`config.mk`:
```
export PLATFORM = sky130hd
export DESIGN_NAME = spi_master_param_flat
export DESIGN_NICKNAME = d
export VERILOG_FILES = /design/src/rtl/spi_pkg.sv /design/src/rtl/spi_if.sv /design/src/rtl/spi_clkgen.sv /design/src/rtl/spi_master_param.sv /design/src/flat_wrapper.sv
export SDC_FILE = /design/constraint.sdc
export NUM_CORES = 1
export LEC_CHECK = 0
export ABC_AREA = 1
export BUFFER_PORTS_ARGS = -buffer_cell sky130_fd_sc_hd__clkbuf_2
export CAP_MARGIN = 20
export CORE_MARGIN = 1
export CORE_UTILIZATION = 42
export CTS_CLUSTER_DIAMETER = 50
export CTS_CLUSTER_SIZE = 8
export DETAILED_ROUTE_END_ITERATION = 16
export PLACE_DENSITY = 0.69
export SLEW_MARGIN = 20
export SYNTH_ARGS = -nofsm -noshare
export SYNTH_HDL_FRONTEND = slang
export SYNTH_HIERARCHICAL = 1
export SYNTH_SLANG_ARGS = --single-unit
```
`constraint.sdc`:
```
create_clock -name clk -period 5.4 [get_ports clk]
set_input_delay 0.54 -clock clk [delete_from_list [all_inputs] [get_ports clk]]
set_output_delay 0.54 -clock clk [all_outputs]
set_load 0.02 [all_outputs]
```
`src/rtl/spi_pkg.sv`:
```
// spi_pkg: shared FSM encoding, SPI mode struct and default sizing for spi_master_param.
package spi_pkg;
  localparam int DEF_DATA_W = 12;
  localparam int DEF_CLK_DIV = 4;
  localparam logic [1:0] S_IDLE = 2'd0;
  localparam logic [1:0] S_SETUP = 2'd1;
  localparam logic [1:0] S_SHIFT = 2'd2;
  localparam logic [1:0] S_HOLD = 2'd3;
  typedef enum logic [1:0] {
    IDLE = S_IDLE,
    SETUP = S_SETUP,
    SHIFT = S_SHIFT,
    HOLD = S_HOLD
  } spi_state_t;
  typedef struct packed {
    logic cpol;
    logic cpha;
  } spi_mode_t;
endpackage

```
`src/rtl/spi_if.sv`:
```
// spi_if: host request/response signals plus SPI pins for spi_master_param.
interface spi_if #(
  parameter int DATA_W = spi_pkg::DEF_DATA_W,
  parameter int NUM_CS = 2
);
  localparam int CSW = NUM_CS > 1 ? $clog2(NUM_CS) : 1;
  logic newd;
  logic [DATA_W-1:0] din;
  logic [CSW-1:0] cs_sel;
  logic cpol;
  logic cpha;
  logic miso;
  logic sclk;
  logic mosi;
  logic [NUM_CS-1:0] cs_n;
  logic [DATA_W-1:0] dout;
  logic done;
  logic busy;
  modport master (
    input newd, din, cs_sel, cpol, cpha, miso,
    output sclk, mosi, cs_n, dout, done, busy
  );
  modport slave (
    output newd, din, cs_sel, cpol, cpha, miso,
    input sclk, mosi, cs_n, dout, done, busy
  );
endinterface

```
`src/rtl/spi_clkgen.sv`:
```
// spi_clkgen: half-period counter; strobes fire on the clk edge where sclk must toggle.
module spi_clkgen import spi_pkg::*; #(
  parameter int CLK_DIV = DEF_CLK_DIV
) (
  input  logic clk,
  input  logic rst,
  input  logic i_en,
  output logic o_lead_stb,
  output logic o_trail_stb
);
  logic [7:0] r_cnt;
  logic r_ph;
  logic w_hit;
  assign w_hit = i_en && r_cnt == 8'(CLK_DIV - 1);
  assign o_lead_stb = w_hit && !r_ph;
  assign o_trail_stb = w_hit && r_ph;
  always_ff @(posedge clk or negedge rst)
    if (!rst) begin
      r_cnt <= '0;
      r_ph <= 1'b0;
    end else begin
      r_cnt <= w_hit || !i_en ? '0 : r_cnt + 8'd1;
      r_ph <= !i_en ? 1'b0 : r_ph ^ w_hit;
    end
endmodule

```
`src/rtl/spi_master_param.sv`:
```
// spi_master_param: SPI master with per-transfer mode and chip select, MSB first.
// SPI_LOOPBACK_EN adds port lpbk, which routes the internal mosi into the receiver.
module spi_master_param import spi_pkg::*; #(
  parameter int DATA_W = DEF_DATA_W,
  parameter int CLK_DIV = DEF_CLK_DIV,
  parameter int NUM_CS = 2
) (
  input logic clk,
  input logic rst,
`ifdef SPI_LOOPBACK_EN
  input logic lpbk,
`endif
  spi_if.master bus
);
  spi_state_t r_state;
  spi_mode_t r_mode;
  logic [7:0] r_cnt;
  logic [5:0] r_bit;
  logic [DATA_W-1:0] r_tx, r_rx, r_dout;
  logic [NUM_CS-1:0] r_cs_n;
  logic r_sclk, r_mosi, r_done;
  logic w_lead, w_trail, w_rx_in, w_accept, w_cnt_end, w_last, w_adv, w_sample;
`ifdef SPI_LOOPBACK_EN
  logic r_lpbk;
  assign w_rx_in = r_lpbk ? r_mosi : bus.miso;
`else
  assign w_rx_in = bus.miso;
`endif
  assign w_accept = r_state == IDLE && bus.newd && int'(bus.cs_sel) < NUM_CS;
  assign w_cnt_end = r_cnt == 8'(CLK_DIV - 1);
  assign w_last = r_bit == 6'(DATA_W - 1);
  // cpha=0 preloads the MSB at accept, so only trailing edges (bar the last) advance
  assign w_adv = r_mode.cpha ? w_lead : w_trail && !w_last;
  assign w_sample = r_mode.cpha ? w_trail : w_lead;
  spi_clkgen #(.CLK_DIV(CLK_DIV)) u_clkgen (
    .clk(clk),
    .rst(rst),
    .i_en(r_state == SHIFT),
    .o_lead_stb(w_lead),
    .o_trail_stb(w_trail)
  );
  always_ff @(posedge clk or negedge rst)
    if (!rst) begin
      r_state <= IDLE;
      r_mode <= '0;
      r_cnt <= '0;
      r_bit <= '0;
      r_tx <= '0;
      r_rx <= '0;
      r_dout <= '0;
      r_cs_n <= '1;
      r_sclk <= 1'b0;
      r_mosi <= 1'b0;
      r_done <= 1'b0;
`ifdef SPI_LOOPBACK_EN
      r_lpbk <= 1'b0;
`endif
    end else begin
      r_done <= 1'b0;
      case (r_state)
        IDLE: if (w_accept) begin
          r_state <= SETUP;
          r_mode <= '{cpol: bus.cpol, cpha: bus.cpha};
          r_sclk <= bus.cpol;
          r_cs_n <= ~(NUM_CS'(1) << bus.cs_sel);
          r_tx <= bus.cpha ? bus.din : bus.din << 1;
          r_mosi <= !bus.cpha && bus.din[DATA_W-1];
`ifdef SPI_LOOPBACK_EN
          r_lpbk <= lpbk;
`endif
        end
        SETUP: begin
          r_cnt <= w_cnt_end ? '0 : r_cnt + 8'd1;
          if (w_cnt_end) r_state <= SHIFT;
        end
        SHIFT: begin
          if (w_lead || w_trail) r_sclk <= ~r_sclk;
          if (w_adv) begin
            r_mosi <= r_tx[DATA_W-1];
            r_tx <= r_tx << 1;
          end
          if (w_sample) r_rx <= {r_rx[DATA_W-2:0], w_rx_in};
          if (w_trail) begin
            r_bit <= w_last ? '0 : r_bit + 6'd1;
            if (w_last) r_state <= HOLD;
          end
        end
        HOLD: begin
          r_cnt <= w_cnt_end ? '0 : r_cnt + 8'd1;
          if (w_cnt_end) begin
            r_state <= IDLE;
            r_cs_n <= '1;
            r_mosi <= 1'b0;
            r_sclk <= r_mode.cpol;
            r_dout <= r_rx;
            r_done <= 1'b1;
          end
        end
        default: r_state <= IDLE;
      endcase
    end
  assign bus.sclk = r_sclk;
  assign bus.mosi = r_mosi;
  assign bus.cs_n = r_cs_n;
  assign bus.dout = r_dout;
  assign bus.done = r_done;
  assign bus.busy = r_state != IDLE;
endmodule

```
`src/flat_wrapper.sv`:
```
// flat-port wrapper written by rule: the top's interface ports become plain ports
module spi_master_param_flat import spi_pkg::*;
#(
  parameter int DATA_W = DEF_DATA_W,
  parameter int CLK_DIV = DEF_CLK_DIV,
  parameter int NUM_CS = 2
)
  (clk, rst, bus_newd, bus_din, bus_cs_sel, bus_cpol, bus_cpha, bus_miso, bus_sclk, bus_mosi, bus_cs_n, bus_dout, bus_done, bus_busy);
  spi_if #(.DATA_W(DATA_W), .NUM_CS(NUM_CS)) bus_i ();
  input logic clk;
  input logic rst;
  input wire logic [$bits(bus_i.newd)-1:0] bus_newd;
  input wire logic [$bits(bus_i.din)-1:0] bus_din;
  input wire logic [$bits(bus_i.cs_sel)-1:0] bus_cs_sel;
  input wire logic [$bits(bus_i.cpol)-1:0] bus_cpol;
  input wire logic [$bits(bus_i.cpha)-1:0] bus_cpha;
  input wire logic [$bits(bus_i.miso)-1:0] bus_miso;
  output wire logic [$bits(bus_i.sclk)-1:0] bus_sclk;
  output wire logic [$bits(bus_i.mosi)-1:0] bus_mosi;
  output wire logic [$bits(bus_i.cs_n)-1:0] bus_cs_n;
  output wire logic [$bits(bus_i.dout)-1:0] bus_dout;
  output wire logic [$bits(bus_i.done)-1:0] bus_done;
  output wire logic [$bits(bus_i.busy)-1:0] bus_busy;
  assign bus_i.newd = bus_newd;
  assign bus_i.din = bus_din;
  assign bus_i.cs_sel = bus_cs_sel;
  assign bus_i.cpol = bus_cpol;
  assign bus_i.cpha = bus_cpha;
  assign bus_i.miso = bus_miso;
  assign bus_sclk = bus_i.sclk;
  assign bus_mosi = bus_i.mosi;
  assign bus_cs_n = bus_i.cs_n;
  assign bus_dout = bus_i.dout;
  assign bus_done = bus_i.done;
  assign bus_busy = bus_i.busy;
  spi_master_param #(.DATA_W(DATA_W), .CLK_DIV(CLK_DIV), .NUM_CS(NUM_CS)) u_core (.clk(clk), .rst(rst), .bus(bus_i));
endmodule
```
==> results.yml <==
grt:
  antenna_found_initial: 0
  grt_pass1_wl_mm: 11.10
  grt_pass1_vias: 2593
  grt_start_max_net_pins: 69
  grtUsageTotal_pct: 16.39
  overflow: 0
drt:
  drc: 0
  vias: 2719
  vias_per_cell: 4.795
  wl_mm: 6.223
  wl_per_cell_um: 10.98
  drtPass1Iterations: 4
  antenna_left: 0
  dr.first_iter.drc_count: 151
synthesis:
  ys_seq_area_share_pct: 48.85
  synth_seq_cells: 68
  synth_area_per_cell_sq_um: 8.227
  syn_inst: 424
  syn-num-nets: 453
  synth_cell_types: 34
  yosysWarningCount: 6
  syn-cell-area_sq_um: 3488
job:
  cap_violations: 0
timing:
  rsz0062_at_grt: "no"
  hold_ws_ns: 0.3711
  worst_slew_pin_slew_ns: 0.9351
  max_clock_freq_mhz: 319.0
  finalSetupViolCount: 0
  slew-limit-headroom_pct: 37.66
  drv_slew: 0
  fin_setup_tns_ns: 0
  clock_skew_ns: 0.006366
  finalHoldViolCount: 0
  fin_crit_ns: 3.135
  finalCritPeriodShare_pct: 58.06
finish:
  final_nets: 489
  antenna_cells: 0
  drive_gt1_share_pct: 20.86
  fillerInstances: 752
  seqCellArea_sq_um: 1704
  multi_input_area_sq_um: 1454
  final_common_cell: "nand2_1"
  most-common-layout-cells: "110 x nand2_1, 66 x dfrtp_1, 59 x inv_1"
  area_delta_synth_final_pct: 12.37
setup_path:
  crit_buf_inv: 3
  start_kind: "flip-flop"
  cp_top_family: "adder cells"
  cp-startpoint: "u_core/r_state[0]"
  critPathRequiredTime_ns: 5.67
  path_max_fanout: 30
  r2r_start: "u_core/r_state[0]"
  critPathKind: "reg2reg"
  slowest_stage: "ha_1"
  path_cells: "inv_1, ha_1, inv_1, nor2_1, ha_1, inv_2, nor2_1, nand2_2, a21oi_4, nand2_1, o21ai_2"
  critPathArrivalTime_ns: 3.41
  cp-end-kind: "flip-flop"
  cpPeakStageDelay_ns: 0.79
cts:
  numCtsBuffers: 9
  cts_tree: "done"
  cts_sinks: 68
  cts_setup_buffers: 0
  worstSkewPairLatency_ns: 0.34
  cts.path.max_buffers: 2
  cts_root_buf: "clkbuf_8"
  h-tree-depth: 3
  cts_resized: 0
  cts-hold-fix-buffers: 0
  path_clk_slew_ns: 0.07
placed_design:
  dpl.hpwl_mm: 4.405
  gp_congestion: 0.8289
  io_buffers: 36
power:
  ir_drop_mv: 0.1725
  power_density_nw_per_um2: 466.8
  p_leak_nw: 1.926
floorplan:
  fp.coreArea_sq_um: 7888
  fp-row-count: 32
  die_x_um: 93.14
  die_y_um: 93.14
  floorplan.initialDensity_pct: 44.23
  die-area_sq_um: 8674
  pin_count: 37
run_status:
  status: "completed"
min_path:
  hp-class: "in2async"
-- registers in the layout, indices dropped and copies added (netlist names) --
name,flops
u_core/bus.sclk,1
u_core/r_rx,12
u_core/bus.cs_n,2
u_core/bus.mosi,1
u_core/r_state,2
u_core/u_clkgen/r_ph,1
u_core/r_bit,6
u_core/r_mode,2
u_core/r_cnt,8
u_core/r_tx,12
u_core/bus.done,1
u_core/bus.dout,12
u_core/u_clkgen/r_cnt,8
-- logic make-up after synthesis --
logic type                 share of synthesized area [%]
and+or+nand+nor                                    21.48
DFF                                                48.85
AOI/OAI and AO/OA                                  14.28
adders and majority gates                          3.587
xor gates and xnor gates                           2.009
muxes                                             0.3228
buffers and inverters                              9.469
-- Yosys cell counts --
library cell	count	area, sq um
buf_4	3	22.52
a21oi_1	3	15.01
inv_1	59	221.5
a31oi_1	1	6.260
nor3_2	1	10.01
clkbuf_1	3	11.26
buf_6	3	33.78
nand2_2	6	37.54
nor2_4	1	11.26
clkbuf_2	1	5.000
o22ai_1	1	6.260
o21bai_1	3	22.52
nor3_1	4	20.02
o21ai_1	11	55.05
nor3b_1	2	15.01
inv_2	7	26.28
a21oi_2	3	26.28
buf_2	2	10.01
dfrtp_1	66	1652
nand2_1	110	412.9
o21ai_2	16	140.1
o21ai_0	42	210.2
nand3_2	1	10.01
dfstp_2	2	52.55
xnor2_1	3	26.28
a21oi_4	1	16.27
ha_1	10	125.1
xor2_1	5	43.79
mux2_2	1	11.26
or2_2	1	6.260
nand3_1	9	45.04
nor2_2	4	25.02
nand4_1	4	25.02
nor2_1	35	131.4
-- worst paths after layout --
path	to	slack, ns	depth (start not counted)
worst max-delay path	u_core/r_tx[4]	2.26	11
max in group asynchronous	u_core/r_bit[4]	4.47	2
worst min-delay path	u_core/r_mode[1]	0.37	2
min in group clk	u_core/bus.cs_n[0]	0.44	3
worst max register to register	u_core/r_tx[4]	2.26	11
worst min register to register	u_core/bus.cs_n[0]	0.48	2
-- power breakdown --
part	switching, mW	total, mW	internal, mW
combinational	0.449	0.682	0.234
sequential	0.0811	0.727	0.646
clock	0.204	0.421	0.216
-- layer usage --
layer	up-vias	track usage, %	wire length [um]
met5	-	0	0
met3	6	3.984	179
met1	1272	20.45	3017
met2	41	27.27	2956
li1	1400	-	-
met4	0	6.538	70
-- metrics by stage --
stage	total power, mW	cell area, sq um	cells	worst slack (ns)	utilization, %
floorplan	1.297	3488	424	3.482	-
global placement	1.392	3721	551	2.419	47.18
detailed placement	1.421	3721	551	2.278	47.18
CTS	1.852	3920	567	2.263	49.70
global route	1.987	3920	567	1.886	49.70
finish	1.830	3920	567	2.265	49.70
-- final cells by class --
cell class,count,area share [%]
Sequential cell,68,43.47
Multi-Input combinational cell,278,37.09
Inverter,66,6.320
Timing Repair Buffer,37,4.788
Tap cell,102,3.256
Clock buffer,9,3.160
Clock inverter,7,1.915
(Power assumes the default switching activity.)
